==> config.mk <==
export PLATFORM = sky130hd
export DESIGN_NAME = multicycle_ctrl_flat
export DESIGN_NICKNAME = d
export VERILOG_FILES = /design/src/rtl/multicycle_ctrl_if.sv /design/src/rtl/multicycle_ctrl.sv /design/src/flat_wrapper.sv
export SDC_FILE = /design/constraint.sdc
export NUM_CORES = 1
export LEC_CHECK = 0
export ABC_CLOCK_PERIOD_IN_PS = 3600
export CORE_AREA = 4 4 105 107
export CTS_BUF_LIST = sky130_fd_sc_hd__clkbuf_4
export DETAILED_ROUTE_END_ITERATION = 8
export DIE_AREA = 0 0 109 111
export GPL_TIMING_DRIVEN = 0
export HOLD_SLACK_MARGIN = 0.08
export PLACE_DENSITY_LB_ADDON = 0.15
export RECOVER_POWER = 25
export SYNTH_ARGS = -nofsm -noshare
export SYNTH_HDL_FRONTEND = slang
export SYNTH_SLANG_ARGS = --single-unit
==> constraint.sdc <==
create_clock -name clk -period 3.6 [get_ports clk]
set_clock_uncertainty 0.05 [all_clocks]
set_input_delay 0.54 -clock clk [delete_from_list [all_inputs] [get_ports clk]]
set_output_delay 0.54 -clock clk [all_outputs]
set_load 0.1 [all_outputs]
==> src/rtl/multicycle_ctrl_if.sv <==
// Control/status bundle between the multi-cycle RV32I controller and its datapath.
// The master side is the controller; the slave side is the datapath and memory.
interface multicycle_ctrl_if;
  logic [6:0]  opcode;
  logic        zero;
  logic        mem_ready;
  logic        mem_req;
  logic        mem_we;
  logic        i_or_d;
  logic        ir_write;
  logic        pc_write;
  logic        pc_write_cond;
  logic        pc_source;
  logic [1:0]  alu_src_a;
  logic [1:0]  alu_src_b;
  logic [1:0]  alu_op;
  logic        reg_write;
  logic        mem_to_reg;
  logic        illegal;
  logic [3:0]  state;
  logic [31:0] cycle_cnt;
  logic [31:0] instret_cnt;

  modport master (
    input  opcode, zero, mem_ready,
    output mem_req, mem_we, i_or_d, ir_write, pc_write, pc_write_cond, pc_source,
           alu_src_a, alu_src_b, alu_op, reg_write, mem_to_reg, illegal, state,
           cycle_cnt, instret_cnt
  );

  modport slave (
    output opcode, zero, mem_ready,
    input  mem_req, mem_we, i_or_d, ir_write, pc_write, pc_write_cond, pc_source,
           alu_src_a, alu_src_b, alu_op, reg_write, mem_to_reg, illegal, state,
           cycle_cnt, instret_cnt
  );
endinterface

==> src/rtl/multicycle_ctrl.sv <==
// Main control FSM of the multi-cycle RV32I core: sequences the shared ALU, the
// shared memory port and the register file, and keeps cycle/instret counters.
module multicycle_ctrl (
  input  logic               clk,
  input  logic               rst_n,
  multicycle_ctrl_if.master  bus
);

  typedef enum logic [3:0] {
    S_FETCH     = 4'd0,
    S_DECODE    = 4'd1,
    S_MEM_ADDR  = 4'd2,
    S_MEM_READ  = 4'd3,
    S_MEM_WB    = 4'd4,
    S_MEM_WRITE = 4'd5,
    S_EXECUTE   = 4'd6,
    S_ALU_WB    = 4'd7,
    S_BRANCH    = 4'd8,
    S_TRAP      = 4'd9
  } state_t;

  localparam logic [6:0] OP_LOAD   = 7'b0000011;
  localparam logic [6:0] OP_STORE  = 7'b0100011;
  localparam logic [6:0] OP_RTYPE  = 7'b0110011;
  localparam logic [6:0] OP_BRANCH = 7'b1100011;

  state_t      state_r;
  logic        illegal_r;
  logic [31:0] cycle_cnt_r;
  logic [31:0] instret_cnt_r;

  logic        mem_req_s;
  logic        mem_we_s;
  logic        i_or_d_s;
  logic        ir_write_s;
  logic        pc_write_s;
  logic        pc_write_cond_s;
  logic        pc_source_s;
  logic [1:0]  alu_src_a_s;
  logic [1:0]  alu_src_b_s;
  logic [1:0]  alu_op_s;
  logic        reg_write_s;
  logic        mem_to_reg_s;

  // State sequencing, sticky trap flag and the two free-running counters.
  always_ff @(posedge clk or negedge rst_n) begin
    if (!rst_n) begin
      state_r       <= S_FETCH;
      illegal_r     <= 1'b0;
      cycle_cnt_r   <= 32'd0;
      instret_cnt_r <= 32'd0;
    end else begin
      if (state_r != S_TRAP) begin
        cycle_cnt_r <= cycle_cnt_r + 32'd1;
      end else begin
        cycle_cnt_r <= cycle_cnt_r;
      end
      case (state_r)
        S_FETCH: begin
          if (bus.mem_ready) state_r <= S_DECODE;
          else               state_r <= S_FETCH;
        end
        S_DECODE: begin
          case (bus.opcode)
            OP_LOAD, OP_STORE: state_r <= S_MEM_ADDR;
            OP_RTYPE:          state_r <= S_EXECUTE;
            OP_BRANCH:         state_r <= S_BRANCH;
            default: begin
              state_r   <= S_TRAP;
              illegal_r <= 1'b1;
            end
          endcase
        end
        S_MEM_ADDR: begin
          if (bus.opcode == OP_LOAD) state_r <= S_MEM_READ;
          else                       state_r <= S_MEM_WRITE;
        end
        S_MEM_READ: begin
          if (bus.mem_ready) state_r <= S_MEM_WB;
          else               state_r <= S_MEM_READ;
        end
        S_MEM_WRITE: begin
          if (bus.mem_ready) begin
            state_r       <= S_FETCH;
            instret_cnt_r <= instret_cnt_r + 32'd1;
          end else begin
            state_r <= S_MEM_WRITE;
          end
        end
        S_EXECUTE: state_r <= S_ALU_WB;
        S_MEM_WB, S_ALU_WB, S_BRANCH: begin
          state_r       <= S_FETCH;
          instret_cnt_r <= instret_cnt_r + 32'd1;
        end
        S_TRAP:  state_r <= S_TRAP;
        default: state_r <= S_FETCH;
      endcase
    end
  end

  // Per-state control decode; only the FETCH loads depend on mem_ready.
  always_comb begin
    mem_req_s       = 1'b0;
    mem_we_s        = 1'b0;
    i_or_d_s        = 1'b0;
    ir_write_s      = 1'b0;
    pc_write_s      = 1'b0;
    pc_write_cond_s = 1'b0;
    pc_source_s     = 1'b0;
    alu_src_a_s     = 2'b00;
    alu_src_b_s     = 2'b00;
    alu_op_s        = 2'b00;
    reg_write_s     = 1'b0;
    mem_to_reg_s    = 1'b0;
    case (state_r)
      S_FETCH: begin
        mem_req_s   = 1'b1;
        alu_src_b_s = 2'b01;
        ir_write_s  = bus.mem_ready;
        pc_write_s  = bus.mem_ready;
      end
      S_DECODE: begin
        alu_src_a_s = 2'b10;
        alu_src_b_s = 2'b10;
      end
      S_MEM_ADDR: begin
        alu_src_a_s = 2'b01;
        alu_src_b_s = 2'b10;
      end
      S_MEM_READ: begin
        mem_req_s = 1'b1;
        i_or_d_s  = 1'b1;
      end
      S_MEM_WB: begin
        reg_write_s  = 1'b1;
        mem_to_reg_s = 1'b1;
      end
      S_MEM_WRITE: begin
        mem_req_s = 1'b1;
        i_or_d_s  = 1'b1;
        mem_we_s  = 1'b1;
      end
      S_EXECUTE: begin
        alu_src_a_s = 2'b01;
        alu_op_s    = 2'b10;
      end
      S_ALU_WB: reg_write_s = 1'b1;
      S_BRANCH: begin
        alu_src_a_s     = 2'b01;
        alu_op_s        = 2'b01;
        pc_write_cond_s = 1'b1;
        pc_source_s     = 1'b1;
      end
      S_TRAP:  mem_req_s = 1'b0;
      default: mem_req_s = 1'b0;
    endcase
  end

  // Enables are killed combinationally during reset so an aborted request drops at once.
  assign bus.mem_req       = mem_req_s       & rst_n;
  assign bus.mem_we        = mem_we_s        & rst_n;
  assign bus.ir_write      = ir_write_s      & rst_n;
  assign bus.pc_write      = pc_write_s      & rst_n;
  assign bus.pc_write_cond = pc_write_cond_s & rst_n;
  assign bus.reg_write     = reg_write_s     & rst_n;
  assign bus.i_or_d        = i_or_d_s;
  assign bus.pc_source     = pc_source_s;
  assign bus.alu_src_a     = alu_src_a_s;
  assign bus.alu_src_b     = alu_src_b_s;
  assign bus.alu_op        = alu_op_s;
  assign bus.mem_to_reg    = mem_to_reg_s;
  assign bus.illegal       = illegal_r;
  assign bus.state         = state_r;
  assign bus.cycle_cnt     = cycle_cnt_r;
  assign bus.instret_cnt   = instret_cnt_r;

endmodule

==> src/flat_wrapper.sv <==
// flat-port wrapper written by rule: the top's interface ports become plain ports
module multicycle_ctrl_flat 
  (clk, rst_n, bus_opcode, bus_zero, bus_mem_ready, bus_mem_req, bus_mem_we, bus_i_or_d, bus_ir_write, bus_pc_write, bus_pc_write_cond, bus_pc_source, bus_alu_src_a, bus_alu_src_b, bus_alu_op, bus_reg_write, bus_mem_to_reg, bus_illegal, bus_state, bus_cycle_cnt, bus_instret_cnt);
  multicycle_ctrl_if bus_i ();
  input  logic clk;
  input  logic rst_n;
  input wire logic [$bits(bus_i.opcode)-1:0] bus_opcode;
  input wire logic [$bits(bus_i.zero)-1:0] bus_zero;
  input wire logic [$bits(bus_i.mem_ready)-1:0] bus_mem_ready;
  output wire logic [$bits(bus_i.mem_req)-1:0] bus_mem_req;
  output wire logic [$bits(bus_i.mem_we)-1:0] bus_mem_we;
  output wire logic [$bits(bus_i.i_or_d)-1:0] bus_i_or_d;
  output wire logic [$bits(bus_i.ir_write)-1:0] bus_ir_write;
  output wire logic [$bits(bus_i.pc_write)-1:0] bus_pc_write;
  output wire logic [$bits(bus_i.pc_write_cond)-1:0] bus_pc_write_cond;
  output wire logic [$bits(bus_i.pc_source)-1:0] bus_pc_source;
  output wire logic [$bits(bus_i.alu_src_a)-1:0] bus_alu_src_a;
  output wire logic [$bits(bus_i.alu_src_b)-1:0] bus_alu_src_b;
  output wire logic [$bits(bus_i.alu_op)-1:0] bus_alu_op;
  output wire logic [$bits(bus_i.reg_write)-1:0] bus_reg_write;
  output wire logic [$bits(bus_i.mem_to_reg)-1:0] bus_mem_to_reg;
  output wire logic [$bits(bus_i.illegal)-1:0] bus_illegal;
  output wire logic [$bits(bus_i.state)-1:0] bus_state;
  output wire logic [$bits(bus_i.cycle_cnt)-1:0] bus_cycle_cnt;
  output wire logic [$bits(bus_i.instret_cnt)-1:0] bus_instret_cnt;
  assign bus_i.opcode = bus_opcode;
  assign bus_i.zero = bus_zero;
  assign bus_i.mem_ready = bus_mem_ready;
  assign bus_mem_req = bus_i.mem_req;
  assign bus_mem_we = bus_i.mem_we;
  assign bus_i_or_d = bus_i.i_or_d;
  assign bus_ir_write = bus_i.ir_write;
  assign bus_pc_write = bus_i.pc_write;
  assign bus_pc_write_cond = bus_i.pc_write_cond;
  assign bus_pc_source = bus_i.pc_source;
  assign bus_alu_src_a = bus_i.alu_src_a;
  assign bus_alu_src_b = bus_i.alu_src_b;
  assign bus_alu_op = bus_i.alu_op;
  assign bus_reg_write = bus_i.reg_write;
  assign bus_mem_to_reg = bus_i.mem_to_reg;
  assign bus_illegal = bus_i.illegal;
  assign bus_state = bus_i.state;
  assign bus_cycle_cnt = bus_i.cycle_cnt;
  assign bus_instret_cnt = bus_i.instret_cnt;
  multicycle_ctrl u_core (.clk(clk), .rst_n(rst_n), .bus(bus_i));
endmodule
==> reports/results.tsv <==
metric	value	unit
initial antenna violation count	0	
CP arrival	2.81	ns
reg2reg setup slack	1.33	ns
port bufs	93	
worst min path class	input port to asynchronous set/reset pin	
RePlAce Congestion	0.804	
crit share post-route	94.6	%
clk buf depth	2	
R2R depth	6	
Slew Limit Fails	0	
Logic pwr share	52.9	%
Num CTS Buffers	9	
CP Capture Type	output port	
core area	0.0101	sq mm
H-tree depth	3	
CTS sink cnt	69	
syn_nets	337	
DRT Pass-1 Iters	4	
WL final	7.97	mm
vias in the first global route	2763	
ys flop type	dfrtp_1	
CP Data Required Time	3.01	ns
Critical R2R Capture	u_core.bus.instret_cnt[8]	
FP Rows	37	
Net Switching	1.66	mW
largest net degree at the start of global routing	57	
CTS clk-pin slew, worst paths	0.12	ns
max_slew headroom	32.8	%
top-area cell type share of the netlist area	50.3	%
Syn. warnings	0	
max cap viols	0	
n_diodes	0	
fin crit period	3.40	ns
flops & latches, synth	69	
Iteration-0 DRC Markers	109	
unique cell type count in the Yosys netlist	46	
Int Pwr	1.48	mW
Filler cells	966	
CTS tree	built	
Avg Vias per Cell	4.82	
unrepaired setup endpoints after global routing	no	
global route total overflow	0	
fmax	0.294	GHz
postcts setup bufs	0	
die height	111	microns
die width	109	microns
worst vdd ir	493	uV
Area Growth Syn to Fin	38.4	%
outcome	completed	
most common cell in the netlist	dfrtp_1	
setup_tns	0	ns
post-synthesis cell area	0.00344	sq mm
detailed-route via count	2754	
sequential share of power	31.3	%
io pins	95	
share of layout cells above drive strength 1	9.20	%
Post-synth EDFFs	0	
Clk network pwr share	15.7	%
FF/Latch Area	0.00173	sq mm
Yosys top cell by area	dfrtp_1	
Die ar.	0.0121	sq mm
Synth area leaders	dfrtp_1, xnor2_1, xor2_1, nand3_1, nand2_1	
remaining antenna violation count	0	
hpwl dp	5.89	mm
layout net count	443	
DP Area	0.00461	sq mm
Synth async-reset ratio	100	%
crit path launch type	register	
RR Startpoint	u_core.bus.state[3]	
leakage power	2.03	nW
switch share	52.9	%
CP max FO	10	
Avg Cell Area, Syn	10.6	sq um
Starting Density	33.9	%
sequential area share after synthesis	50.3	%
commonest cells in the netlist	dfrtp_1, xnor2_1, nand3_1, nand2_1, xor2_1	
Pwr Density	659	mW/mm^2
GRT Util Overall	14.3	%
worst-margin pin slew	1.00	ns
Final Setup Violations	0	
worst skew pair latency	0.42	ns
Post-Synthesis Cells	324	
design area	0.00475	sq mm
global-route wire length before repair	13.9	mm
CTS root buffer	clkbuf_4	
DRC viols	0	
Final Hold Fails	0	
critical path class	register to output port	
area of the multi-input gates	0.00169	sq mm
Wirelength per Cell	14.0	microns
## registers in the layout, indices dropped and copies added (netlist names)
register	count
u_core.bus.cycle_cnt	32
u_core.bus.instret_cnt	32
u_core.bus.state	4
u_core.bus.illegal	1
## cell usage in the layout (no fill, tap or decap), types with 4 or more instances in the layout
master	instances
nand4_1	17
and2_1	4
clkbuf_1	6
nor3_2	4
nor2_1	18
dfrtp_1	69
nor3_1	7
nor4_1	4
nor2b_1	4
dlymetal6s2s_1	5
xor2_1	19
nand3_1	30
and4_1	5
and3_1	10
nand2_1	29
nand2b_1	5
inv_1	4
xnor2_1	44
clkbuf_4	9
clkdlybuf4s50_1	85
## worst max-delay path by stage
stage | from | endpoint | slack [ns] | cells past startpoint
final | u_core.bus.state[2] | bus_alu_op[1] | 0.20 | 5
after global placement | rst_n | bus_reg_write | -2.31 | 4
after CTS | u_core.bus.state[0] | bus_ir_write | 0.07 | 4
after global routing | u_core.bus.state[2] | bus_alu_op[1] | 0.01 | 5
after detailed placement | rst_n | bus_reg_write | 0.36 | 5
after floorplan | u_core.bus.state[2] | bus_pc_write | -0.25 | 5
## per-stage QoR
stage | hold slack (ns) | setup WS [ns] | total power [mW] | std cells | utilization, %
floorplan | 0.194 | -0.255 | 2.28 | 324 | -
global placement | 0.406 | -2.31 | 2.66 | 553 | 45.2
detailed placement | 0.384 | 0.361 | 2.67 | 554 | 45.4
CTS | 0.101 | 0.0742 | 3.18 | 571 | 46.8
global route | 0.401 | 0.0133 | 3.29 | 571 | 46.9
finish | 0.367 | 0.195 | 3.13 | 571 | 46.9
## logic make-up (layout without fill, tap and decap cells)
group,after synthesis,after routing,synth area share [%]
AO/OA/AOI/OAI,16,16,3.46
XOR/XNOR,63,63,16.1
adder cells (fa/ha/maj),3,3,1.02
buffers and inverters,14,125,1.93
flip-flops,69,69,50.3
multiplexers,2,2,0.619
AND/OR/NAND/NOR,157,157,26.7
## metal layers
layer	GRT usage (%)	share of wire, %	up-vias
li1	-	-	1362
met1	20.1	47	1306
met2	20.3	44	74
met3	4.14	7.3	12
met4	6.40	1.5	0
met5	0	0	-
## repair_timing
action / CTS / global route
hold buffers: 1 / 0
setup endpoints to repair: 2 / 5
endpoints found under the hold margin: 14 / 0
resized for setup: 2 / 5
cloned: 0 / 0
## power groups by stage
stage	registers, mW	logic (mW)	clock network (mW)
global placement	0.995	1.67	0
detailed placement	0.997	1.67	0
finish	0.981	1.66	0.493
CTS	0.982	1.68	0.516
floorplan	1.57	0.706	0
global route	1.00	1.73	0.555
## area by class of cell
cell class / count / share of cell area, %
Buffer: 10 / 1.08
Clock buffer: 9 / 1.42
Sequential cell: 69 / 36.3
Timing Repair Buffer: 95 / 20.4
Clock inverter: 7 / 1.37
Multi-Input combinational cell: 241 / 35.5
Inverter: 4 / 0.316
Tap cell: 136 / 3.58
## critical path: stages (launching register included)
cell and delay, ns:
dfrtp_1 0.36, buf_4 0.18, clkbuf_1 0.42, nand2_1 0.18, nor2_1 0.12, clkdlybuf4s50_1 1.15
No activity file was read; power rests on OpenSTA's default activity.
